`src/rtl/parity_frame_tx.sv`:
```
// Serial frame transmitter: start, 8 data bits LSB first, parity, stop.
// Parity arrives precomputed from the upstream even-parity generator.
module parity_frame_tx #(
   parameter int CLKS_PER_BIT = 16
) (
   input  logic       clk,
   input  logic       rst_n,
   input  logic [7:0] DIN,
   input  logic       PIN,
   input  logic       VALID,
   output logic       READY,
   output logic       TXD,
   output logic       BUSY,
   output logic       DONE
);

   localparam int BW = (CLKS_PER_BIT > 1) ? $clog2(CLKS_PER_BIT) : 1;
   localparam logic [BW-1:0] LAST_BAUD = BW'(CLKS_PER_BIT - 1);

   typedef enum logic [2:0] {
      IDLE,
      START,
      DATA,
      PARITY,
      STOP
   } state_e;

   state_e        state;
   state_e        stateNext;
   logic [BW-1:0] baudCnt;
   logic [BW-1:0] baudNext;
   logic [2:0]    bitCnt;
   logic [2:0]    bitNext;
   logic [7:0]    shiftReg;
   logic [7:0]    shiftNext;
   logic          parReg;
   logic          parNext;
   logic          txdReg;
   logic          txdNext;
   logic          busyReg;
   logic          busyNext;
   logic          doneReg;
   logic          doneNext;
   logic          armed;
   logic          readyInt;
   logic          bitEnd;

   // READY stays low until the first edge after reset release
   assign readyInt = armed && (state == IDLE);
   assign bitEnd   = (baudCnt == LAST_BAUD);

   assign READY = readyInt;
   assign TXD   = txdReg;
   assign BUSY  = busyReg;
   assign DONE  = doneReg;

   // Arms the handshake one edge after reset is released
   always_ff @(posedge clk or negedge rst_n) begin
      if (!rst_n) begin
         armed <= 1'b0;
      end else begin
         armed <= 1'b1;
      end
   end

   // State, datapath and registered outputs
   always_ff @(posedge clk or negedge rst_n) begin
      if (!rst_n) begin
         state    <= IDLE;
         baudCnt  <= '0;
         bitCnt   <= '0;
         shiftReg <= '0;
         parReg   <= 1'b0;
         txdReg   <= 1'b1;
         busyReg  <= 1'b0;
         doneReg  <= 1'b0;
      end else begin
         state    <= stateNext;
         baudCnt  <= baudNext;
         bitCnt   <= bitNext;
         shiftReg <= shiftNext;
         parReg   <= parNext;
         txdReg   <= txdNext;
         busyReg  <= busyNext;
         doneReg  <= doneNext;
      end
   end

   // Next-state logic; line outputs are decoded from the next state
   always_comb begin
      stateNext = state;
      baudNext  = '0;
      bitNext   = bitCnt;
      shiftNext = shiftReg;
      parNext   = parReg;
      doneNext  = 1'b0;
      txdNext   = 1'b1;
      busyNext  = 1'b1;

      if (state != IDLE) begin
         baudNext = bitEnd ? '0 : baudCnt + 1'b1;
      end

      unique case (state)
         IDLE: begin
            bitNext = '0;
            if (VALID && readyInt) begin
               shiftNext = DIN;
               parNext   = PIN;
               stateNext = START;
            end
         end
         START: begin
            if (bitEnd) begin
               stateNext = DATA;
            end
         end
         DATA: begin
            if (bitEnd) begin
               shiftNext = {1'b0, shiftReg[7:1]};
               bitNext   = bitCnt + 3'd1;
               if (bitCnt == 3'd7) begin
                  stateNext = PARITY;
               end
            end
         end
         PARITY: begin
            if (bitEnd) begin
               stateNext = STOP;
            end
         end
         STOP: begin
            if (bitEnd) begin
               stateNext = IDLE;
               doneNext  = 1'b1;
            end
         end
         default: begin
            stateNext = IDLE;
         end
      endcase

      unique case (stateNext)
         IDLE: begin
            txdNext  = 1'b1;
            busyNext = 1'b0;
         end
         START:   txdNext = 1'b0;
         DATA:    txdNext = shiftNext[0];
         PARITY:  txdNext = parNext;
         STOP:    txdNext = 1'b1;
         default: begin
            txdNext  = 1'b1;
            busyNext = 1'b0;
         end
      endcase
   end

endmodule

```
`config.mk`:
```
export PLATFORM = sky130hd
export DESIGN_NAME = parity_frame_tx
export DESIGN_NICKNAME = d
export VERILOG_FILES = /design/src/rtl/parity_frame_tx.sv
export SDC_FILE = /design/constraint.sdc
export NUM_CORES = 1
export LEC_CHECK = 0
export ABC_AREA = 1
export ABC_CLOCK_PERIOD_IN_PS = 1300
export CAP_MARGIN = 20
export CORE_MARGIN = 2
export CORE_UTILIZATION = 47
export DETAILED_ROUTE_END_ITERATION = 8
export HOLD_SLACK_MARGIN = 0.06
export MAX_ROUTING_LAYER = met4
export PLACE_DENSITY = 0.73
export SLEW_MARGIN = 20
export SYNTH_ARGS = -nofsm -noshare
export SYNTH_HDL_FRONTEND = slang
export SYNTH_SLANG_ARGS = --single-unit
```
`constraint.sdc`:
```
create_clock -name clk -period 1.3 [get_ports clk]
set_input_delay 0.13 -clock clk [delete_from_list [all_inputs] [get_ports clk]]
set_output_delay 0.13 -clock clk [all_outputs]
set_load 0.02 [all_outputs]
```
# Yosys cells after proc, flatten, opt, wreduce, memory -nomap -nowiden
# Cells that the tools add are included.
# W data, S select, Z words.
word_totals:
  rom_bits: 0
  ramBits: 0
  latchBits: 0
  ff_bits: 23
  input_bits: 12
  mem_count: 0
op_classes:
  reduce_logical: 8
  n_mux: 20
  n_shift: 0
  magnitude_cmp: 0
  n_div: 0
  mul: 0
  n_addsub: 2
  eq_ne: 12
  n_bitwise: 0
op_table:
  columns: ["cell", "count"]
  rows:
  - ["$mux W3", 7]
  - ["$mux W8", 2]
  - ["$pmux W8 S2", 1]
  - ["$pmux W3 S5", 1]
  - ["$eq A3 B2 Y1 const B", 4]
  - ["$eq A3 B3 Y1 const B", 3]
  - ["$mux W4", 2]
  - ["$eq A3 B1 Y1 const B", 2]
  - ["$pmux W3 S2", 1]
  - ["$mux W1", 5]
  - ["$add A4 B1 Y4 const B", 1]
  - ["$eq A4 B4 Y1 const B", 1]
  - ["$reduce_or A4 Y1", 1]
  - ["$add A3 B1 Y3 const B", 1]
  - ["$logic_not A3 Y1", 1]
  - ["$pmux W1 S3", 1]
  - ["$reduce_and A3 Y1", 1]
  - ["$reduce_bool A3 Y1", 1]
  - ["$logic_and A1 B1 Y1", 2]
  - ["$ne A2 B1 Y1 const B", 1]
  - ["$ne A2 B2 Y1 const B", 1]
  - ["$reduce_and A2 Y1", 1]
  - ["$reduce_bool A2 Y1", 1]

# Logic depth before layout (Yosys ltp)
depth:
  ltp_word: 8
  depth_mapped: 9
  ltp_nobuf: 9

# Least setup slack after synthesis
# Ideal clock, no wire load.
synth_timing:
  kind: "register -> register"
  startpoint: "register baudCnt[0]"
  endpoint: "register busyReg (netlist: BUSY)"
  arrival_ns: 1.162
  required_time_ns: 1.176
  synth_period_minus_slack_ns: 1.287
  setup_time_ns: 0.124
  path_buffers: 0
  setup_slack_ns: 0.013
  stages_incl_launch_ff: 9
  cell_sequence: "dfrtp_1 ha_1 nand2_1 nor2_2 nand3_1 nand3_1 nand4_1 inv_1 nand2_1"
synth_between:
  elab_chain_cells: 6
  elab_cells_between_ends: 12
  classes_between: "5 x eq/ne; 6 x mux; 1 x reduce/logical"
synth_rtl:
  columns: ["element", "line_no", "text"]
  rows:
  - ["from (decl)", "30", "logic [BW-1:0] baudCnt;"]
  - ["from (signal assigned)", "79", "baudCnt <= baudNext;"]
  - ["$eq A4 B4 Y1 (*)", "50", "assign bitEnd = (baudCnt == LAST_BAUD);"]
  - ["$mux W3 (on tied branches)", null, null]
  - ["$pmux W3 S5 (*)", "104", "unique case (state)"]
  - ["$eq A3 B2 Y1, or another cell as far along", "143", "unique case (stateNext)"]
  - ["$reduce_or A4 Y1 (no line) (*)", null, null]
  - ["$mux W1 (*)", "143", null]
  - ["net busyNext", "41", "logic busyNext;"]
  - ["to (signal assigned)", "84", "busyReg <= busyNext;"]
  - ["to (decl)", "40", "logic busyReg;"]
# The timed path passes the listed nets; every way through them passes the cells marked *.
# A chain may end at the register's enable or synchronous reset.

# Worst setup path after layout
layout_timing:
  startpoint: "register baudCnt[0]"
  endpoint: "register shiftReg[7]"
layout_between:
  elab_chain_cells: 3
layout_rtl:
  columns: ["element", "line_no", "text"]
  rows:
  - ["$eq A4 B4 Y1", "50", null]
  - ["$ne A2 B2 Y1 (no line)", null, null]
  - ["$reduce_and A3 Y1 (no line)", null, null]
  - ["to (signal assigned)", "81", "shiftReg <= shiftNext;"]
  - ["to (decl)", "34", "logic [7:0] shiftReg;"]
# No other way between the ends.

==> flow_metrics.env <==
export IMPL_status="finished, violations left"
export IMPL_failed_checks="setup timing"
export IMPL_power_density_nw_per_um2=720
export IMPL_cts_tree="built"
export IMPL_leakagePower_nw=0.800
export IMPL_syn_nets=131
export IMPL_grt_overflow_total=0
export IMPL_crit_chain="ha_4 -> nand3_4 -> a21oi_4 -> nand2_4 -> a22o_1"
export IMPL_cts_sinks=23
export IMPL_critPathMaxStageDelay_ns=0.41
export IMPL_dieWidth_um=52.4
export IMPL_grt_antenna_before_repair=0
export IMPL_io_pins=16
export IMPL_met1_length_mm=1.04
export IMPL_finalCritPeriodShare_pct=103
export IMPL_fmax_mhz=744
export IMPL_wire_per_inst_um=12.3
export IMPL_portBuffers=15
export IMPL_drc_errors=0
export IMPL_grt_pass1_wl_mm=3.91
export IMPL_syn_area_um2=1100
export IMPL_cp_data_arrival_time_ns=1.56
export IMPL_cts_clk_slew_worst_paths_ns=0.13
export IMPL_avgSynthCellArea_um2=9.50
export IMPL_post_dp_cell_area_um2=1410
export IMPL_crit_fanout=8
export IMPL_yosysSeqAreaShare_pct=52.3
export IMPL_diodes=0
export IMPL_routed_top_layer="met4"
export IMPL_rsz0062_at_grt="yes"
export IMPL_area_delta_synth_final_pct=39.0
export IMPL_place_hpwl_mm=1.61
export IMPL_synth_cell_types=25
export IMPL_drt_pass1_iter_count=4
export IMPL_wirelength_mm=2.26
export IMPL_maxCapViolCount=0
export IMPL_fin_area_um2=1530
export IMPL_yosysWarnings=0
export IMPL_cp_required_ns=1.51
export IMPL_ys_ff_latch=23
export IMPL_htree_levels=1
export IMPL_setup_viol=5
export IMPL_wl_met3_um=72
export IMPL_dieArea_um2=2750
export IMPL_cp_end_kind="flop"
export IMPL_gp_congestion=0.941
export IMPL_worstSetupStartpointType="flop"
export IMPL_route_met2_wl_mm=1.12
export IMPL_clk_latency_ns=0.31
export IMPL_drive_gt1_share_pct=34.2
export IMPL_finalWorstSetupSlack_ns=-0.0433
export IMPL_dpl_cell_count=173
export IMPL_fp_dieH_um=52.4
export IMPL_grt_pass1_vias=924
export IMPL_hp_class="input pin to flop"
export IMPL_crit_slowest_cell="dfrtp_1"
export IMPL_rows=17
export IMPL_finalCriticalPeriod_ns=1.34
export IMPL_coreArea_um2=2210
export IMPL_slew_viol_final=0
export IMPL_nets=171
export IMPL_vias=921
export IMPL_root_buffer="clkbuf_4"
export IMPL_nFillCells=171
export IMPL_via_per_inst=5.03
export IMPL_cts_made_buffers=3
export IMPL_clk_path_buf_depth=2
export IMPL_initial_utilization_pct=49.8
export IMPL_synthCells=116
export IMPL_timing_hold_ws_ns=0.373
export IMPL_hold_violations=0
export IMPL_drt_initial_drc_count=10
export IMPL_fin_cells=183
export IMPL_ant_nets=0
export IMPL_grt_max_degree=14
export IMPL_criticalPathCategory="flop to flop"
export IMPL_ir_drop_mv=0.538
export IMPL_clock_skew_ns=0.00817
export IMPL_track_usage_pct=19.8
-- metal layers --
layer  global-route usage, %  up-vias
li1                        -      451
met1                    25.8      449
met2                    31.3       17
met3                    2.57        4
met4                    8.55        0
met5                       -        -
-- per-stage QoR --
stage / TNS (ns) / setup WS, ns / utilization [%] / total power (W)
after floorplan: 0 / 0.0133 / - / 0.000735
after global placement: -0.600 / -0.105 / 63.5 / 0.000790
after detailed placement: -1.10 / -0.137 / 63.5 / 0.000791
after CTS: -0.157 / -0.0612 / 68.0 / 0.00112
after global routing: -0.839 / -0.125 / 69.3 / 0.00115
final: -0.104 / -0.0433 / 69.3 / 0.00110
-- cells in the mapped netlist, drive strengths merged --
master	n	area, µm²
nand2	30	130
conb	1	3.75
nand3	9	67.6
ha	3	37.5
a21oi	2	21.3
dfrtp	22	551
xor2	1	8.76
nand4	2	27.5
a22o	3	26.3
inv	16	60.1
o21ai	2	13.8
nor2	17	78.8
nor3	1	5.00
dfstp	1	26.3
a22oi	6	45.0
-- final cells by class --
type	count	area [µm²]	share of cell area (%)
Tap cell	28	35.0	2.29
Timing Repair Buffer	34	302	19.7
Multi-Input combinational cell	78	532	34.7
Inverter	16	60.1	3.92
Clock buffer	3	22.5	1.47
Sequential cell	23	577	37.6
Clock inverter	1	5.00	0.327
-- registers in the layout, indices dropped and copies added (netlist names) --
register  cells
shiftReg      8
baudCnt       4
bitCnt        3
state         3
BUSY          1
DONE          1
TXD           1
armed         1
parReg        1
-- critical path, delay by kind of cell, from the launching register on --
family,cells,cell delay [ns]
DFF,1,0.41
and+or+nand+nor,2,0.24
adders and majority gates,1,0.17
AOI/OAI and AO/OA,2,0.43
-- cells in the final DEF, fill, tap and decap left out, drive strengths merged, types with 2 or more instances in the layout --
master         synthesis  layout
a21oi                  2       2
nor2                  17      18
dfrtp                 22      22
a22o                   3       3
o21ai                  2       2
dlygate4sd2            0       2
a22oi                  6       6
clkbuf                 0       4
ha                     3       3
inv                   16      16
clkdlybuf4s50          0      11
nand3                  9       9
buf                    0      19
nand2                 30      30
nand4                  2       2
-- cell families after synthesis --
| kind of cell | count (synthesis) | synth area share, % |
|---|---|---|
| AND/OR/NAND/NOR | 59 | 28.0 |
| flip-flops | 23 | 52.3 |
| buffers and inverters | 16 | 5.45 |
| AO/OA/AOI/OAI | 13 | 9.65 |
| adder cells (fa/ha/maj) | 3 | 3.41 |
| XOR/XNOR | 1 | 0.795 |
| other | 1 | 0.340 |
-- report_power, final --
group	internal, W	switching, W	total, W
Combinational	0.0000371	0.0000244	0.0000615
Clock	0.000115	0.000210	0.000325
Sequential	0.000717	0.000000715	0.000718
-- timing repair --
action	CTS	global route
setup buffers	2	2
setup endpoints to repair	18	16
gates cloned	1	0
pin swaps	5	5
resized for setup	21	6
hold endpoints to repair	4	0
hold buffers	1	0
-- final timing paths --
| kind | endpoint | slack [ns] | cells after the start | start |
|---|---|---|---|---|
| min in group asynchronous | shiftReg[0] | 0.60 | 2 | rst_n |
| min | parReg | 0.37 | 3 | PIN |
| max | shiftReg[7] | -0.04 | 5 | baudCnt[0] |
| max in group asynchronous | bitCnt[1] | 0.25 | 3 | rst_n |
| min reg2reg | shiftReg[1] | 0.50 | 2 | shiftReg[1] |
| max reg2reg | shiftReg[7] | -0.04 | 5 | baudCnt[0] |
Note: power is estimated with default switching activity, not from simulation.
==> edit, RTL diff (config.mk and constraints unchanged) <==
Register the output `TXD` once more, without a reset; this adds one clock of latency there. The other outputs are not delayed to match.
--- a/src/rtl/parity_frame_tx.sv
+++ b/src/rtl/parity_frame_tx.sv
@@ -52,3 +52,5 @@
    assign READY = readyInt;
-   assign TXD   = txdReg;
+   always_ff @(posedge clk) begin
+      TXD <= txdReg;
+   end
    assign BUSY  = busyReg;
Behaviour: not the same (Yosys sat finds a counterexample within 4 cycles, from zero or initial values and one cycle with rst_n low).
==> edit against the unedited design <==
- the flow still finishes with violations (setup timing)
- power rose by 22%
- synthesized area is 1.8% higher
- sequential cell count up 1
- routed wire length decreased by 1.4%
- worst setup slack worse by 55 ps
- critical path depth up 3
- final area is 2.4% higher
- largest cell class unchanged
==> edit: results <==
INSERT INTO impl_metrics (metric_group, metric, value, unit) VALUES
('run_status', 'result_of_the_run', 'complete, but fails checks', ''),
('run_status', 'violations', 'setup timing', ''),
('synth', 'synth_fp_nets', '132', ''),
('placement', 'routabilityCongestion', '0.747', ''),
('setup_path', 'rr_worst_depth', '8', ''),
('timing', 'finalWorstSetupSlack', '-98.7', 'ps'),
('power', 'leakage', '0.000831', 'uW'),
('setup_path', 'r2r_end', 'txdReg$_DFF_PN1_', ''),
('synth', 'synth-seq-area-share', '53.2', '%'),
('route', 'wl_per_cell', '12.3', 'um'),
('timing', 'finalClockSkew', '1.41', 'ps'),
('synth', 'synth_xor_xnor_area_share', '0.780', '%'),
('grt', 'maximum_number_of_pins_on_one_net_before_global_route_repair', '24', ''),
('synth', 'synthTopCellsByArea', 'dfrtp_1 49%, nand2_1 8.4%, inv_1 4.7%, nor2_1 4.3%, a22oi_1 4.0%', ''),
('timing', 'setup-violations-final', '14', ''),
('min_path', 'min-delay-path-class', 'input port to asynchronous set/reset pin', ''),
('grt', 'grt_pass1_vias', '911', ''),
('placement', 'placed_cell_area', '1410', 'um^2'),
('cells_and_area', 'layout_cell_share_with_drive_strength_beyond_1', '33.3', '%'),
('grt', 'grt_pass1_wl', '3950', 'um'),
('power', 'p_clk_share', '40.2', '%'),
('route', 'avgViaCountPerCell', '4.91', ''),
('cells_and_area', 'num-nets-final', '169', ''),
('placement', 'hpwl', '1520', 'um'),
('route', 'detailed_route_iter0_violations', '13', ''),
('timing', 'hold_slack', '141', 'ps');
edit: what timing repair did:
item                       4_1_cts  5_1_grt
gates cloned                     1        0
setup endpoints to repair       18       15
setup buffers                    0        2
resized for setup               22        7
pin swaps                        4        2
edit: routing by layer:
metal	GRT usage (%)	wire, um	up-vias
li1	-	-	450
met5	-	0	-
met2	34.6	1160	13
met4	5.13	14	0
met1	24.5	974	424
met3	3.67	79	2
edit: area by class of cell:
| class | instances | area, um^2 | area share [%] |
|---|---|---|---|
| sequential | 24 | 597 | 38.0 |
| multi-input combinational | 78 | 533 | 34.0 |
| timing repair buffer | 31 | 292 | 18.6 |
| inverter | 16 | 60.1 | 3.83 |
| tap | 28 | 35.0 | 2.23 |
| clock inverter | 1 | 30.0 | 1.91 |
| clock buffer | 3 | 22.5 | 1.44 |
edit: critical path, delay by kind of cell, from the launching register on:
kind,cells,cell delay [ps]
adder cells (fa/ha/maj),1,190
AO/OA/AOI/OAI,1,230
AND/OR/NAND/NOR,6,510
flip-flops,1,420
